<file path="src/rtl/dmem_arb_pkg.sv">
// -----------------------------------------------------------------------------
// dmem_arb_pkg
// Shared types and constants for the data-memory arbiter slice.
//   ADDR_W_DEF / DATA_W_DEF : default address and data widths
//   MASK_W                  : width of the byte/sign mask
//   arb_state_e             : arbiter FSM states (IDLE / CPU / AUX)
// -----------------------------------------------------------------------------
package dmem_arb_pkg;

  localparam int ADDR_W_DEF = 32;
  localparam int DATA_W_DEF = 32;
  localparam int MASK_W     = 4;

  typedef enum logic [1:0] {
    ST_IDLE = 2'd0,
    ST_CPU  = 2'd1,
    ST_AUX  = 2'd2
  } arb_state_e;

endpackage

</file>
<file path="src/rtl/arb_starve_ctr.sv">
// -----------------------------------------------------------------------------
// arb_starve_ctr
// Saturating counter (0..LIMIT) tracking how many times in a row the CPU won
// arbitration while the aux port was waiting.
// Ports:
//   clk, rst_n   : clock, synchronous active-low reset
//   inc_i        : count one more contended CPU grant (saturates at LIMIT)
//   clr_i        : return to zero; wins over inc_i
//   limit_hit_o  : counter has reached LIMIT, aux must win next arbitration
// -----------------------------------------------------------------------------
module arb_starve_ctr #(
  parameter int LIMIT = 4
) (
  input  logic clk,
  input  logic rst_n,
  input  logic inc_i,
  input  logic clr_i,
  output logic limit_hit_o
);

  localparam int CNT_W = (LIMIT < 1) ? 1 : $clog2(LIMIT + 1);

  logic [CNT_W-1:0] cnt_q, cnt_d;

  assign limit_hit_o = (cnt_q == CNT_W'(LIMIT));

  // NOTE: every variable assigned in always_comb gets a default first so no
  // path leaves it unassigned, which would infer a latch.
  always_comb begin
    cnt_d = cnt_q;
    if (clr_i) begin
      cnt_d = '0;
    end else if (inc_i && !limit_hit_o) begin
      cnt_d = cnt_q + CNT_W'(1);
    end
  end

  // NOTE: state registers use non-blocking assignments so every flop samples
  // the pre-edge values, independent of process evaluation order.
  always_ff @(posedge clk) begin
    if (!rst_n) begin
      cnt_q <= '0;
    end else begin
      cnt_q <= cnt_d;
    end
  end

endmodule

</file>
<file path="src/rtl/dmem_arbiter.sv">
// -----------------------------------------------------------------------------
// dmem_arbiter
// Shares the single data memory between the CPU data port and an auxiliary
// master. Every access is sequenced IDLE -> owner -> IDLE; the CPU wins
// contention unless the aux port has lost STARVE_LIMIT times in a row.
// Ports:
//   clk, rst_n                      : clock, synchronous active-low reset
//   cpu_*                           : CPU request fields / strobes, read data
//   cpu_stall                       : holds CPU clock while its access pends
//   aux_req/we/addr/wdata/sign_mask : aux request (held until aux_done)
//   aux_gnt, aux_done, aux_rdata    : aux ownership, completion pulse, data
//   mem_*                           : data-memory side; mem_busy extends access
// -----------------------------------------------------------------------------
module dmem_arbiter
  import dmem_arb_pkg::*;
#(
  parameter int ADDR_W       = ADDR_W_DEF,
  parameter int DATA_W       = DATA_W_DEF,
  parameter int STARVE_LIMIT = 4
) (
  input  logic              clk,
  input  logic              rst_n,
  // CPU data port
  input  logic [ADDR_W-1:0] cpu_addr,
  input  logic [DATA_W-1:0] cpu_wdata,
  input  logic              cpu_memread,
  input  logic              cpu_memwrite,
  input  logic [MASK_W-1:0] cpu_sign_mask,
  output logic [DATA_W-1:0] cpu_rdata,
  output logic              cpu_stall,
  // Auxiliary master port
  input  logic              aux_req,
  input  logic              aux_we,
  input  logic [ADDR_W-1:0] aux_addr,
  input  logic [DATA_W-1:0] aux_wdata,
  input  logic [MASK_W-1:0] aux_sign_mask,
  output logic              aux_gnt,
  output logic              aux_done,
  output logic [DATA_W-1:0] aux_rdata,
  // Data memory port
  output logic [ADDR_W-1:0] mem_addr,
  output logic [DATA_W-1:0] mem_wdata,
  output logic [MASK_W-1:0] mem_sign_mask,
  output logic              mem_memread,
  output logic              mem_memwrite,
  input  logic [DATA_W-1:0] mem_rdata,
  input  logic              mem_busy
);

  arb_state_e        state_q, state_d;
  logic [DATA_W-1:0] aux_rdata_q, aux_rdata_d;
  logic              aux_done_q, aux_done_d;

  logic cpu_req;
  logic limit_hit;
  logic grant_cpu;
  logic grant_aux;
  logic aux_complete;

  assign cpu_req      = cpu_memread | cpu_memwrite;
  assign aux_complete = (state_q == ST_AUX) && !mem_busy;

  // Arbitration only happens in IDLE; the starve counter lets aux through
  // once the CPU has won LIMIT contended rounds.
  assign grant_cpu = (state_q == ST_IDLE) && cpu_req && (!aux_req || !limit_hit);
  assign grant_aux = (state_q == ST_IDLE) && !grant_cpu && aux_req;

  arb_starve_ctr #(
    .LIMIT (STARVE_LIMIT)
  ) u_starve_ctr (
    .clk         (clk),
    .rst_n       (rst_n),
    .inc_i       (grant_cpu && aux_req),
    .clr_i       (!aux_req || grant_aux),
    .limit_hit_o (limit_hit)
  );

  // Next-state logic and aux completion bookkeeping.
  always_comb begin
    state_d     = state_q;
    aux_rdata_d = aux_rdata_q;
    aux_done_d  = 1'b0;
    unique case (state_q)
      ST_IDLE: begin
        if (grant_cpu) begin
          state_d = ST_CPU;
        end else if (grant_aux) begin
          state_d = ST_AUX;
        end
      end
      ST_CPU: begin
        if (!mem_busy) begin
          state_d = ST_IDLE;
        end
      end
      ST_AUX: begin
        if (!mem_busy) begin
          state_d    = ST_IDLE;
          aux_done_d = 1'b1;
          if (!aux_we) begin
            aux_rdata_d = mem_rdata;
          end
        end
      end
      default: state_d = ST_IDLE;
    endcase
  end

  always_ff @(posedge clk) begin
    if (!rst_n) begin
      state_q     <= ST_IDLE;
      aux_rdata_q <= '0;
      aux_done_q  <= 1'b0;
    end else begin
      state_q     <= state_d;
      aux_rdata_q <= aux_rdata_d;
      aux_done_q  <= aux_done_d;
    end
  end

  // Memory-side mux keyed purely on the registered owner; IDLE issues nothing.
  always_comb begin
    mem_addr      = '0;
    mem_wdata     = '0;
    mem_sign_mask = '0;
    mem_memread   = 1'b0;
    mem_memwrite  = 1'b0;
    unique case (state_q)
      ST_CPU: begin
        mem_addr      = cpu_addr;
        mem_wdata     = cpu_wdata;
        mem_sign_mask = cpu_sign_mask;
        mem_memread   = cpu_memread;
        mem_memwrite  = cpu_memwrite;
      end
      ST_AUX: begin
        mem_addr      = aux_addr;
        mem_wdata     = aux_wdata;
        mem_sign_mask = aux_sign_mask;
        mem_memread   = !aux_we;
        mem_memwrite  = aux_we;
      end
      default: ;
    endcase
  end

  // The CPU is released only in the cycle its own access completes; the
  // reset term keeps the gated CPU clock running while the block is held.
  assign cpu_stall = rst_n && cpu_req && !((state_q == ST_CPU) && !mem_busy);
  assign cpu_rdata = mem_rdata;
  assign aux_gnt   = (state_q == ST_AUX);
  assign aux_done  = aux_done_q;
  assign aux_rdata = aux_rdata_q;

endmodule

</file>
<file path="config.mk">
export PLATFORM = sky130hd
export DESIGN_NAME = dmem_arbiter
export DESIGN_NICKNAME = d
export VERILOG_FILES = /design/src/rtl/dmem_arb_pkg.sv /design/src/rtl/arb_starve_ctr.sv /design/src/rtl/dmem_arbiter.sv
export SDC_FILE = /design/constraint.sdc
export NUM_CORES = 1
export LEC_CHECK = 0
export BUFFER_PORTS_ARGS = -buffer_cell sky130_fd_sc_hd__buf_4
export CAP_MARGIN = 10
export CORE_AREA = 10 10 112 114
export DETAILED_ROUTE_END_ITERATION = 8
export DIE_AREA = 0 0 122 124
export PLACE_DENSITY = 0.67
export REMOVE_ABC_BUFFERS = 1
export SKIP_CTS_REPAIR_TIMING = 1
export SLEW_MARGIN = 5
export SYNTH_ARGS = -nofsm -noshare
export SYNTH_HDL_FRONTEND = slang
export SYNTH_HIERARCHICAL = 1
export SYNTH_SLANG_ARGS = --single-unit
</file>
<file path="constraint.sdc">
create_clock -name clk -period 2.07 [get_ports clk]
set_input_delay 0.3105 -clock clk [delete_from_list [all_inputs] [get_ports clk]]
set_output_delay 0.3105 -clock clk [all_outputs]
set_load 0.005 [all_outputs]
</file>
==> flow_metrics.tcl <==
set metrics [dict create \
    post-synth-top-area-fraction 0.271 \
    drv_cap 0 \
    placed_area_um2 5050 \
    drt_first_pass_iters 4 \
    clk_pin_slew_ns 0.08 \
    tns_ns 0 \
    synth_area_um2 2810 \
    fin_area_um2 5260 \
    crit_required_ns 1.76 \
    synthArstFlopShare 0 \
    grt.overflow.total 0 \
    cts-root-buf "clkbuf_8" \
    drv_slew 0 \
    synth_cell_type_count 28 \
    hold_path.class "in -> reg" \
    ys_ff_latch 38 \
    remaining_drc_errors 0 \
    setup_viol 0 \
    drive_gt1_frac 0.535 \
    dp.final_hpwl_mm 12.9 \
    synthCells 378 \
    arrival_ns 1.69 \
    cts_made_buffers 5 \
    fp.dieH_um 124 \
    io_buffers 311 \
    area_growth_pct 87.2 \
    instances_no_fill 781 \
    post-place-cells 773 \
    finalCriticalPeriod_ns 2.00 \
    final_cell_mix "buf_4 (319), nand2_1 (67), a22oi_1 (66)" \
    status "finished clean" \
    relSlewSlack 0.753 \
    min_period_over_period 0.966 \
    ir_worst_vdd_mv 0.351 \
    critPathKind "reg -> out" \
    grt_util_all_layers 0.176 \
    ys_seq_area_frac 0.271 \
    yosys_warnings 6 \
    via_per_inst 4.67 \
    ant_nets 0 \
    gp_congestion 0.875 \
    first_global_vias 3675 \
    post_drt_wl_per_cell_um 19.3 \
    antennaDiodeCount 0 \
    whs_ns 0.254 \
    startpoint_type "flip-flop" \
    grt_pass1_wl_mm 21.1 \
    ys.flop_type "dfxtp_1" \
    tightest_slew_ns 0.371 \
    core_um2 10200 \
    fin_nets 824 \
    antenna_found_initial 0 \
    fmax_ghz 0.500 \
    power.density_nw_per_um2 504 \
    avgSynthCellArea_um2 7.44 \
    hold_violations 0 \
    grt_max_degree 47 \
    synth_largest_area_cell "dfxtp_1" \
    vias 3645 \
    worstSkewPairLatency_ns 0.29 \
    row_count 37 \
    wl_mm 15.1 \
    mostFrequentLayoutCell "buf_4" \
    cts_max_level 2 \
    clockBufferDepth 2 \
    fin_skew_ns 0.00843 \
    clock_sink_count 38 \
    drtIter0Drc 209 \
    power_leakage_nw 2.38 \
    synth_edf_count 0 \
    fp.dieW_um 122 \
    dieArea_um2 15100 \
    start_util 0.275 \
    yosys-top-cells-area "dfxtp_1 (27%), a22oi_1 (18%), nor2b_1 (15%)" \
    end_kind "output port" \
    rsz0062_at_grt "true" \
    cts_tree "built" \
    cp_max_fo 46 \
    pin_count 312 \
]
-- flip-flops by register name, summed over array words and instances (netlist names) --
name and count:
aux_rdata 32, state_q 2, aux_done 1, u_starve_ctr/cnt_q 3
-- through the flow --
| step | power, W | setup slack [ns] | utilization |
|---|---|---|---|
| 6_report | 0.00265 | 0.0707 | 0.514 |
| 5_1_grt | 0.00279 | -0.0124 | 0.514 |
| 4_1_cts | 0.00264 | -0.0600 | 0.508 |
| 3_5_place_dp | 0.00186 | 0.191 | 0.494 |
| 3_3_place_gp | 0.00184 | 0.323 | 0.494 |
| 2_1_floorplan | 0.00119 | -1.14 | - |
-- routing by layer --
metal,wire (µm),global-route usage,share of wire,vias up
li1,-,-,-,1803
met1,5320,0.181,0.35,1614
met2,7620,0.313,0.50,216
met3,1950,0.0860,0.13,12
met4,203,0.0440,0.013,0
met5,0,0,0,-
-- worst max-delay path: stages, from the launching register on --
cell	delay, ns
dfxtp_1	0.39
inv_1	0.10
ha_2	0.23
buf_12	0.18
a22oi_1	0.24
nor2b_1	0.09
buf_4	0.14
-- logic make-up (layout without fill, tap and decap cells) --
logic type      after synthesis  in the layout  synth area share
compound gates              110            110             0.263
simple gates                152            152             0.288
buf+inv                      71            338             0.150
mux                           2              2           0.00712
flops                        38             38             0.271
fa+ha+maj                     5              5            0.0223
-- final cells by class --
| type | instances | area, µm² |
|---|---|---|
| clock buffer | 6 | 82.6 |
| tap | 136 | 170 |
| sequential | 38 | 762 |
| multi-input combinational | 269 | 1680 |
| timing repair buffer | 324 | 2490 |
| clock inverter | 2 | 60.1 |
| inverter | 6 | 22.5 |
| fill | 985 | 4970 |
-- worst paths after layout --
kind | from | end | slack, ns | cells after the start
max reg2reg | u_starve_ctr/cnt_q[0]$_SDFFE_PP0P_ | u_starve_ctr/cnt_q[0]$_SDFFE_PP0P_ | 0.14 | 8
max | state_q[0]$_SDFFE_PN0P_ | mem_addr[27] | 0.07 | 6
min reg2reg | aux_rdata[13]$_SDFFE_PN0P_ | aux_rdata[13]$_SDFFE_PN0P_ | 0.46 | 2
min | mem_busy | aux_done$_SDFF_PN0_ | 0.25 | 2
-- report_power, final --
part | internal (W) | total (W) | switching (W)
logic | 0.000658 | 0.00113 | 0.000468
registers | 0.000744 | 0.000754 | 0.0000103
clock network | 0.000514 | 0.000772 | 0.000258
total | 0.00192 | 0.00265 | 0.000736
-- Yosys cell counts (all sizes together), types with 3 or more instances --
library cell / number
a22oi: 69
nor2b: 69
nand2: 67
buf: 42
dfxtp: 38
a21oi: 35
clkbuf: 23
ha: 5
inv: 5
nand2b: 3
nand3b: 3
No activity file was read; power rests on OpenSTA's default activity.
